--- src/rtl/quot_to_bcd.sv ---
// Signed quotient to sign flag plus packed BCD magnitude, using an iterative
// shift-add-3 (double-dabble) loop of M iterations.
module quot_to_bcd #(
    parameter int M = 8,
    parameter int D = 3
) (
    input  logic           clk,
    input  logic           rst,
    input  logic           start,
    input  logic [M-1:0]   VALUE,
    output logic [4*D-1:0] BCD,
    output logic           SIGN,
    output logic           busy,
    output logic           done
);

    localparam int CW = $clog2(M + 1);

    typedef enum logic [1:0] {
        IDLE,
        LOAD,
        SHIFT,
        FINISH
    } state_t;

    state_t         state;
    state_t         next_state;
    logic [M-1:0]   value_reg;
    logic [M-1:0]   mag;
    logic [4*D-1:0] scratch;
    logic [4*D-1:0] adjusted;
    logic           sign_reg;
    logic [CW-1:0]  count;

    always_ff @(posedge clk or posedge rst) begin
        if (rst) begin
            state <= IDLE;
        end else begin
            state <= next_state;
        end
    end

    always_comb begin
        next_state = state;
        case (state)
            IDLE:    if (start) next_state = LOAD;
            LOAD:    next_state = SHIFT;
            SHIFT:   if (count == CW'(1)) next_state = FINISH;
            FINISH:  next_state = IDLE;
            default: next_state = IDLE;
        endcase
    end

    // Add 3 to every digit of 5 or more so the following shift carries into the next decade.
    always_comb begin
        adjusted = scratch;
        for (int i = 0; i < D; i++) begin
            if (scratch[4*i +: 4] >= 4'd5) begin
                adjusted[4*i +: 4] = scratch[4*i +: 4] + 4'd3;
            end
        end
    end

    always_ff @(posedge clk or posedge rst) begin
        if (rst) begin
            value_reg <= '0;
            mag       <= '0;
            scratch   <= '0;
            sign_reg  <= 1'b0;
            count     <= '0;
            BCD       <= '0;
            SIGN      <= 1'b0;
            done      <= 1'b0;
        end else begin
            done <= (state == FINISH);
            case (state)
                IDLE: begin
                    if (start) begin
                        value_reg <= VALUE;
                    end
                end
                LOAD: begin
                    // Negating as unsigned lets the most negative value map cleanly to 2^(M-1).
                    sign_reg <= value_reg[M-1];
                    mag      <= value_reg[M-1] ? (~value_reg + M'(1)) : value_reg;
                    scratch  <= '0;
                    count    <= CW'(M);
                end
                SHIFT: begin
                    scratch <= {adjusted[4*D-2:0], mag[M-1]};
                    mag     <= {mag[M-2:0], 1'b0};
                    count   <= count - CW'(1);
                end
                FINISH: begin
                    BCD  <= scratch;
                    SIGN <= sign_reg;
                end
                default: ;
            endcase
        end
    end

    assign busy = (state != IDLE);

endmodule

--- config.mk ---
export PLATFORM = sky130hd
export DESIGN_NAME = quot_to_bcd
export DESIGN_NICKNAME = d
export VERILOG_FILES = /design/src/rtl/quot_to_bcd.sv
export SDC_FILE = /design/constraint.sdc
export NUM_CORES = 1
export LEC_CHECK = 0
export ABC_AREA = 0
export ABC_CLOCK_PERIOD_IN_PS = 2600
export CAP_MARGIN = 20
export CORE_ASPECT_RATIO = 2
export CORE_MARGIN = 2
export CORE_UTILIZATION = 60
export DETAILED_ROUTE_END_ITERATION = 7
export PLACE_DENSITY = 0.84
export SETUP_SLACK_MARGIN = 0.2
export SLEW_MARGIN = 10
export SYNTH_ARGS = -nofsm -noshare
export SYNTH_HDL_FRONTEND = slang
export SYNTH_SLANG_ARGS = --single-unit
--- constraint.sdc ---
create_clock -name clk -period 2.6 [get_ports clk]
set_clock_uncertainty 0.05 [all_clocks]
set_input_delay 0.26 -clock clk [delete_from_list [all_inputs] [get_ports clk]]
set_output_delay 0.26 -clock clk [all_outputs]
set_load 0.03 [all_outputs]
==> Flow_metrics.wiki, run 1 <==
{| class="wikitable"
! Metric !! Value
|-
| Count of nets left with antenna violations after detail routing || 0
|-
| Launching element type of the critical path || register
|-
| Skew-Pair Late Insertion Delay || roughly 0.3 ns
|-
| Proportion of power drawn by combinational gates || 0.465
|-
| Number of buffers inserted during clock tree synthesis || 5
|-
| Registers with the most flip-flops || BCD: 12 flops, scratch: 12 flops
|-
| Xor and xnor area share after synthesis || 0.0296
|-
| Post-synthesis mux area share || 0.135
|-
| Residual overflow from global routing || 0
|-
| TritonCTS Sinks || between 40 and 50
|-
| Post CTS Setup Buffer Count || 0
|-
| Diodes inserted || 0
|-
| Maximum vdd drop || 808 µV
|-
| Area Overhead vs Synth || 17.1%
|-
| Die boundary height || just over 90 µm
|-
| Number of fillers in the final layout || roughly 290
|-
| Leakage power total || 1.26 nW
|-
| Fraction of registers with async set or reset after synthesis || 1.00
|-
| Outcome || finished clean
|-
| Maximum single-stage delay on the critical path || between 0.6 and 0.7 ns
|-
| Total Negative Setup Slacks || 0 ns
|-
| CP endpoint kind || primary output
|-
| Sequential cell area || 0.00123 mm²
|-
| Sw power || ~0.0012 W
|-
| Fraction of layout cells with a size suffix above 1 || 0.158
|-
| Max-Cap Viols || 0
|-
| Tot GR Track Use || 0.220
|-
| Most frequent cells in the layout || sky130_fd_sc_hd__dfrtp_1, sky130_fd_sc_hd__clkdlybuf4s50_1, sky130_fd_sc_hd__mux2_2
|-
| Worst-case headroom to the max-slew limit || 0.565
|-
| Unrepaired setup endpoints after global routing || no
|-
| Arrival time worst endpoint || ~1.8 ns
|-
| Total design power || 0.00305 W
|-
| Post-Syn Area per Cell || 11.4 µm²
|-
| Gpl congestion || 0.792
|-
| Post-route fraction of the period consumed by the critical path || 0.798
|-
| CTS H-tree lvls || 2
|-
| Antenna violations before repair || 0
|-
| Detailed Routing Iterations Pass 1 || 4
|-
| Total via count in the routed design || 1630
|-
| Combined area of the multi-input logic cells || 0.00104 mm²
|-
| Buffering stage count on the worst path with inverters included || 3
|-
| HPWL after detailed placement || approximately 3.3 mm
|-
| Number of cells produced by synthesis || 207
|-
| Number of synthesis warnings || 0
|-
| Final critical delay including setup and external delays || 2.08 ns
|-
| Clk slew on worst S/H paths || 0.08 ns
|-
| Cell at the slowest stage of the critical path || sky130_fd_sc_hd__clkdlybuf4s50_1
|-
| Floorplan die area || around 0.0045 mm²
|-
| Number of nets produced by synthesis || 232
|-
| CTS hold repair buffers || 0
|-
| Critical path fanouts, max || 4
|-
| Distinct cell type count after synthesis || 37
|-
| Input/output buffers || 25
|-
| Pin count of the biggest net entering global routing || 29
|-
| DRC violation count after routing || 0
|-
| Setup-failing EPs final || 0
|-
| TritonCTS clock tree || done
|-
| Number of DRC markers after the initial detailed-route iteration || 22
|-
| Synth Cell Area || approximately 0.0024 mm²
|-
| Top achievable clock speed || 0.482 GHz
|-
| Transition time of the tightest slew-check pin || 0.653 ns
|-
| Post-synthesis share of cell area spent on and, or, nand and nor gates || 0.0850
|-
| Main combinational cell family by area after synthesis || multiplexers
|-
| Core footprint || 0.00380 mm²
|-
| Starting density of the core || 0.623
|-
| # rows || 32
|-
| Max Transition Viols Final || 0
|-
| Share of power burned in registers || 0.391
|-
| Clock network fraction of design power || 0.144
|-
| Leading register cell type out of synthesis || sky130_fd_sc_hd__dfrtp_1
|-
| Most used cell, CP || sky130_fd_sc_hd__inv_1
|-
| Buffer depth of the longest clock path || 2
|-
| Number of global-route vias before repair || 1667
|-
| Wire length of the first global-routing pass || between 7 and 8 mm
|-
| Worst path cell trace || inv_1 > ha_1 > inv_1 > clkdlybuf4s50_1
|-
| Commonest non-fill, non-tap cell in the layout || sky130_fd_sc_hd__dfrtp_1
|-
| Avg Vias per Cell || 5.72
|-
| Post-cts sizing count || 0
|-
| Critical Path RT || roughly 2.3 ns
|-
| Nets@finish || 259
|-
| Post-Synth Adder-Cell Area || 0.0739
|-
| Number of top-level pins || 26
|-
| Clock Root Buffer || sky130_fd_sc_hd__clkbuf_8
|-
| Horizontal extent of the die || 48.4 µm
|-
| Worst min-delay path class || primary input to async pin
|-
| Crit-path leading delay family || buffers and inverters
|-
| Switching share of total power || 0.400
|-
| Sequential element share of the synthesized area || 0.517
|-
| Compound-Gate Fraction of Synth Area || 0.117
|-
| Internal Power || 0.00183 W
|-
| Wirelength per Cell || about 15 µm
|-
| Post-detailed-routing wire length || 4.31 mm
|-
| Pwr Density || 1100 mW/mm²
|-
| Number of register bits inferred by synthesis || 49
|-
| Fin. Hold Viols || 0
|-
| WS Path Type || register to primary output
|-
| Number of enable flip-flop cells after synthesis || 0
|}
==> stage by stage <==
stage                     std cells  instance area (µm²)  hold WS [ns]  worst slack, ns  utilization
after detailed placement        278                 2690         0.428            0.678        0.707
after floorplan                 207                 2370         0.361            0.899            -
after global routing            285                 2770         0.295            0.408        0.729
after CTS                       285                 2770         0.251            0.507        0.729
after global placement          278                 2690         0.426            0.747        0.707
final                           285                 2770         0.241            0.525        0.729
==> logic make-up (layout without fill, tap and decap cells) <==
group / count (synthesis) / count (layout)
muxes: 29 / 29
and+or+nand+nor: 40 / 40
adders and majority gates: 14 / 14
DFF: 49 / 49
xor gates and xnor gates: 8 / 8
buffers and inverters: 26 / 53
AOI/OAI and AO/OA: 41 / 41
==> area by class of cell <==
class,instances,share of cell area
Clock buffer,7,0.0311
Inverter,18,0.0244
Multi-Input combinational cell,132,0.377
Sequential cell,49,0.442
Tap cell,51,0.0230
Timing Repair Buffer,28,0.103
==> routing by layer <==
layer / up-vias / wire [µm] / track usage / part of all wire
met4: 0 / 86 / 0.105 / 0.020
li1: 780 / - / - / -
met5: - / 0 / 0 / 0
met2: 27 / 2570 / 0.424 / 0.60
met1: 815 / 1540 / 0.220 / 0.36
met3: 8 / 114 / 0.0435 / 0.026
==> worst register-to-register path, delay by kind of cell (launching register included) <==
| family | cells | cell delay [ns] |
|---|---|---|
| AO/OA/AOI/OAI | 1 | 0.18 |
| AND/OR/NAND/NOR | 2 | 0.46 |
| buffers and inverters | 2 | 0.36 |
| flip-flops | 1 | 0.40 |
| adder cells (fa/ha/maj) | 1 | 0.46 |
==> final timing paths <==
path	from	to	slack [ns]	cells past startpoint
setup / recovery	state[0]	busy	0.52	4
hold / removal	rst	value_reg[6]	0.24	2
setup reg to reg	state[0]	count[2]	0.62	6
hold reg to reg	mag[0]	mag[0]	0.45	1
max in group asynchronous	rst	scratch[11]	1.76	3
min in group clk	mag[0]	mag[0]	0.45	1
==> cells in the mapped netlist (2+ instances only) <==
cell type	count	area, µm²
sky130_fd_sc_hd__o2bb2ai_1	2	17.5
sky130_fd_sc_hd__xnor2_1	4	35.0
sky130_fd_sc_hd__nor2_1	6	22.5
sky130_fd_sc_hd__mux2i_1	5	50.1
sky130_fd_sc_hd__mux2_2	24	270
sky130_fd_sc_hd__nand2b_1	3	18.8
sky130_fd_sc_hd__nor4_1	2	12.5
sky130_fd_sc_hd__o221ai_1	2	17.5
sky130_fd_sc_hd__nand2_1	14	52.6
sky130_fd_sc_hd__a21oi_1	7	35.0
sky130_fd_sc_hd__ha_1	14	175
sky130_fd_sc_hd__o21ai_0	15	75.1
sky130_fd_sc_hd__a22o_1	3	26.3
sky130_fd_sc_hd__nor3_1	4	20.0
sky130_fd_sc_hd__inv_1	17	63.8
sky130_fd_sc_hd__nand3_1	4	20.0
sky130_fd_sc_hd__xor2_1	4	35.0
sky130_fd_sc_hd__dfrtp_1	49	1230
sky130_fd_sc_hd__clkbuf_1	6	22.5
sky130_fd_sc_hd__o22ai_1	5	31.3
==> power by group through the flow <==
stage | Sequential [W] | Combinational, W | Clock, W
finish | 0.00119 | 0.00142 | 0.000439
global route | 0.00123 | 0.00157 | 0.000485
CTS | 0.00119 | 0.00143 | 0.000452
detailed placement | 0.00121 | 0.00142 | 0
global placement | 0.00120 | 0.00137 | 0
floorplan | 0.00121 | 0.00103 | 0
Note: power is estimated with default switching activity, not from simulation.
==> run 2, diff against run 1 <==
--- a/config.mk
+++ b/config.mk
@@ -6,13 +6,13 @@
 export NUM_CORES = 1
 export LEC_CHECK = 0
 export ABC_AREA = 0
-export ABC_CLOCK_PERIOD_IN_PS = 2600
+export ABC_CLOCK_PERIOD_IN_PS = 1700
 export CAP_MARGIN = 20
 export CORE_ASPECT_RATIO = 2
 export CORE_MARGIN = 2
-export CORE_UTILIZATION = 60
+export CORE_UTILIZATION = 50
 export DETAILED_ROUTE_END_ITERATION = 7
-export PLACE_DENSITY = 0.84
+export PLACE_DENSITY = 0.75
 export SETUP_SLACK_MARGIN = 0.2
 export SLEW_MARGIN = 10
 export SYNTH_ARGS = -nofsm -noshare
==> constraint.sdc (replaced) <==
create_clock -name clk -period 1.7 [get_ports clk]
set_clock_uncertainty 0.05 [all_clocks]
set_input_delay 0.17 -clock clk [delete_from_list [all_inputs] [get_ports clk]]
set_output_delay 0.17 -clock clk [all_outputs]
set_load 0.03 [all_outputs]
==> run 2 against run 1 <==
The flow now finishes with violations (setup timing). Register-to-register slack lost 0.71 ns. Utilization fell by 1.4 points. First-iteration DRC count is 32% lower. Critical path depth increased by 2. Sequential power is 54% higher. Global-route usage decreased by 1.5 points. Setup slack got worse by 0.61 ns. Die area is 19% higher. Clock power increased by 93%. Sequential share of layout area shrank 6.9 points. Count of clock-buffer cells in the layout stayed put. Largest cell class is now multi-input gates.
==> Flow_metrics.wiki, run 2 (synthesis gave the netlist of run 1 again) <==
{| class="wikitable"
! Metric !! Value
|-
| Outcome || finished, violations left (was finished clean)
|-
| Failing checks || setup timing
|-
| Number of global-route vias before repair || 1845 (was 1667)
|-
| Maximum vdd drop || 1530 µV (was 808 µV)
|-
| Pwr Density || 1900 mW/mm² (was 1100 mW/mm²)
|-
| Worst min-delay path class || primary input to async pin (unchanged)
|-
| CTS H-tree lvls || 2 (unchanged)
|-
| Internal Power || 0.00382 W (was 0.00183 W)
|-
| Wirelength per Cell || 16.1 µm (was 15.1 µm)
|-
| WS Path Type || register to register (was register to primary output)
|-
| Number of standard cells in the final layout excluding fillers || 319 (was 285)
|-
| Gpl congestion || 0.848 (was 0.792)
|-
| Residual overflow from global routing || 0 (unchanged)
|-
| Max Transition Viols Final || 0 (unchanged)
|-
| Registers with the most flip-flops || BCD: 12 flops, scratch: 12 flops (unchanged)
|-
| Critical path fanouts, max || 4 (unchanged)
|-
| Post-route fraction of the period consumed by the critical path || 1.05
|-
| Area Overhead vs Synth || 38.9% (was 17.1%)
|-
| Launching element type of the critical path || register (unchanged)
|-
| Starting density of the core || 0.515 (was 0.623)
|-
| Clock Root Buffer || sky130_fd_sc_hd__clkbuf_8 (unchanged)
|-
| Fin. Hold Viols || 0 (unchanged)
|-
| Final critical delay including setup and external delays || 1.79 ns
|-
| Switching share of total power || 0.387 (was 0.400)
|-
| Fraction of layout cells with a size suffix above 1 || 0.420 (was 0.158)
|-
| Total via count in the routed design || 1762 (was 1630)
|-
| Floorplan die area || 0.00534 mm² (was 0.00450 mm²)
|-
| Die boundary height || 101 µm (was 92.9 µm)
|-
| TritonCTS Sinks || 49 (unchanged)
|-
| Total Negative Setup Slacks || -0.0851 ns (was 0 ns)
|-
| Input/output buffers || 25 (unchanged)
|-
| Number of top-level pins || 26 (unchanged)
|-
| Combined area of the multi-input logic cells || 0.00129 mm² (was 0.00104 mm²)
|-
| Transition time of the tightest slew-check pin || 0.405 ns (was 0.653 ns)
|-
| Max-Cap Viols || 0 (unchanged)
|-
| CTS hold repair buffers || 0 (unchanged)
|-
| Diodes inserted || 0 (unchanged)
|-
| Pin count of the biggest net entering global routing || 32 (was 29)
|-
| Cell area after layout || 0.00329 mm² (was 0.00277 mm²)
|-
| Avg Vias per Cell || 5.52 (was 5.72)
|-
| Number of DRC markers after the initial detailed-route iteration || 15 (was 22)
|-
| HPWL after detailed placement || 3.33 mm (was 3.28 mm)
|-
| # rows || 35 (was 32)
|-
| Clk slew on worst S/H paths || 0.09 ns (was 0.08 ns)
|-
| DRC violation count after routing || 0 (unchanged)
|-
| Tot GR Track Use || 0.205 (was 0.220)
|-
| Sequential cell area || 0.00123 mm² (about the same)
|-
| Count of nets left with antenna violations after detail routing || 0 (unchanged)
|-
| Nets@finish || 288 (was 259)
|-
| Share of the core filled with cells || 0.716 (was 0.729)
|-
| Share of power burned in registers || 0.293 (was 0.391)
|-
| Critical Path RT || 1.83 ns (was 2.29 ns)
|-
| Total design power || 0.00624 W (was 0.00305 W)
|-
| Proportion of power drawn by combinational gates || 0.571 (was 0.465)
|-
| Number of buffers inserted during clock tree synthesis || 5 (unchanged)
|-
| Core footprint || 0.00460 mm² (was 0.00380 mm²)
|-
| Placed Cells || 296 (was 278)
|-
| Post-detailed-routing wire length || 5.13 mm (was 4.31 mm)
|-
| Worst-case headroom to the max-slew limit || 0.726 (was 0.565)
|-
| Clock network fraction of design power || 0.136 (was 0.144)
|-
| Detailed Routing Iterations Pass 1 || 4 (unchanged)
|-
| Sw power || 0.00242 W (was 0.00122 W)
|-
| Antenna violations before repair || 0 (unchanged)
|-
| Horizontal extent of the die || 52.7 µm (was 48.4 µm)
|-
| Commonest non-fill, non-tap cell in the layout || sky130_fd_sc_hd__dfrtp_1 (unchanged)
|-
| Wire length of the first global-routing pass || 8.07 mm (was 7.49 mm)
|-
| TritonCTS clock tree || done (unchanged)
|-
| Top achievable clock speed || 0.560 GHz
|-
| Leakage power total || 1.54 nW (was 1.26 nW)
|-
| Unrepaired setup endpoints after global routing || yes (was no)
|-
| Arrival time worst endpoint || 1.92 ns (was 1.77 ns)
|-
| Most frequent cells in the layout || sky130_fd_sc_hd__dfrtp_1, sky130_fd_sc_hd__buf_4, sky130_fd_sc_hd__mux2_2 (was sky130_fd_sc_hd__dfrtp_1, sky130_fd_sc_hd__clkdlybuf4s50_1, sky130_fd_sc_hd__mux2_2)
|-
| Number of fillers in the final layout || 319 (was 288)
|-
| Skew-Pair Late Insertion Delay || 0.30 ns (about the same)
|-
| Post-place instance area || 0.00280 mm² (was 0.00269 mm²)
|-
| Buffer depth of the longest clock path || 2 (unchanged)
|-
| Worst setup slack after layout || -0.0851 ns (was 0.525 ns)
|-
| CP endpoint kind || register (was primary output)
|-
| Setup-failing EPs final || 1 (was 0)
|}
-- run 2: changes by cell type in the layout (fill, tap and decap cells not counted), sizes merged --
cell | previous run | this run
buf | 3 | 32
bufinv | 0 | 1
clkbuf | 7 | 8
clkdlybuf4s50 | 25 | 10
dlygate4sd2 | 0 | 14
-- run 2: stage by stage --
step                      worst slack (ns)  hold WS, ns
after floorplan                   0.000888        0.271
after global placement             -0.0317        0.420
after detailed placement           -0.0692        0.427
after CTS                          -0.0923        0.115
after global routing                -0.156        0.131
final                              -0.0851        0.104
-- run 2: worst paths after layout --
path                               from  slack [ns]  cells past startpoint      endpoint
min in group clk               VALUE[5]        0.43                      2  value_reg[5]
max in group asynchronous           rst        1.02                      3        BCD[0]
setup / recovery           value_reg[1]       -0.09                      6        mag[6]
hold / removal                      rst        0.10                      2       BCD[10]
hold reg to reg                  BCD[6]        0.45                      1        BCD[6]
setup reg to reg           value_reg[1]       -0.09                      6        mag[6]
-- run 2: layout make-up --
class                   count  area share
multi-input cells         132       0.392
flip-flops and latches     49       0.373
repair buffers             57       0.156
clock buffers               7      0.0262
inverters                  18      0.0228
well taps                  55      0.0209
clock inverters             1     0.00913
-- run 2: timing repair --
item	4_1_cts	5_1_grt
pin swaps	2	14
resized for setup	39	50
endpoints found under the setup margin	49	42
buffers inserted	3	12
cloned	0	0
-- run 2: power by group through the flow --
stage / registers (W) / logic [W] / clock network, W
after floorplan: 0.00185 / 0.00164 / 0
after global placement: 0.00179 / 0.00249 / 0
after detailed placement: 0.00181 / 0.00256 / 0
after CTS: 0.00181 / 0.00281 / 0.000870
after global routing: 0.00187 / 0.00385 / 0.000915
final: 0.00183 / 0.00356 / 0.000846
-- run 2: metal layers --
layer  global-route usage  wire length [µm]
met2                0.375              3010
met3               0.0383               105
met1                0.212              1800
met5                    0                 0
met4                0.105               215
-- run 2: critical path: stages, from the launching register on --
cell and delay (ns):
sky130_fd_sc_hd__dfrtp_1 0.41, sky130_fd_sc_hd__inv_1 0.08, sky130_fd_sc_hd__ha_1 0.15, sky130_fd_sc_hd__or3b_4 0.39, sky130_fd_sc_hd__o31ai_4 0.19, sky130_fd_sc_hd__nor4_1 0.06
sky130_fd_sc_hd__or3b_1 0.34
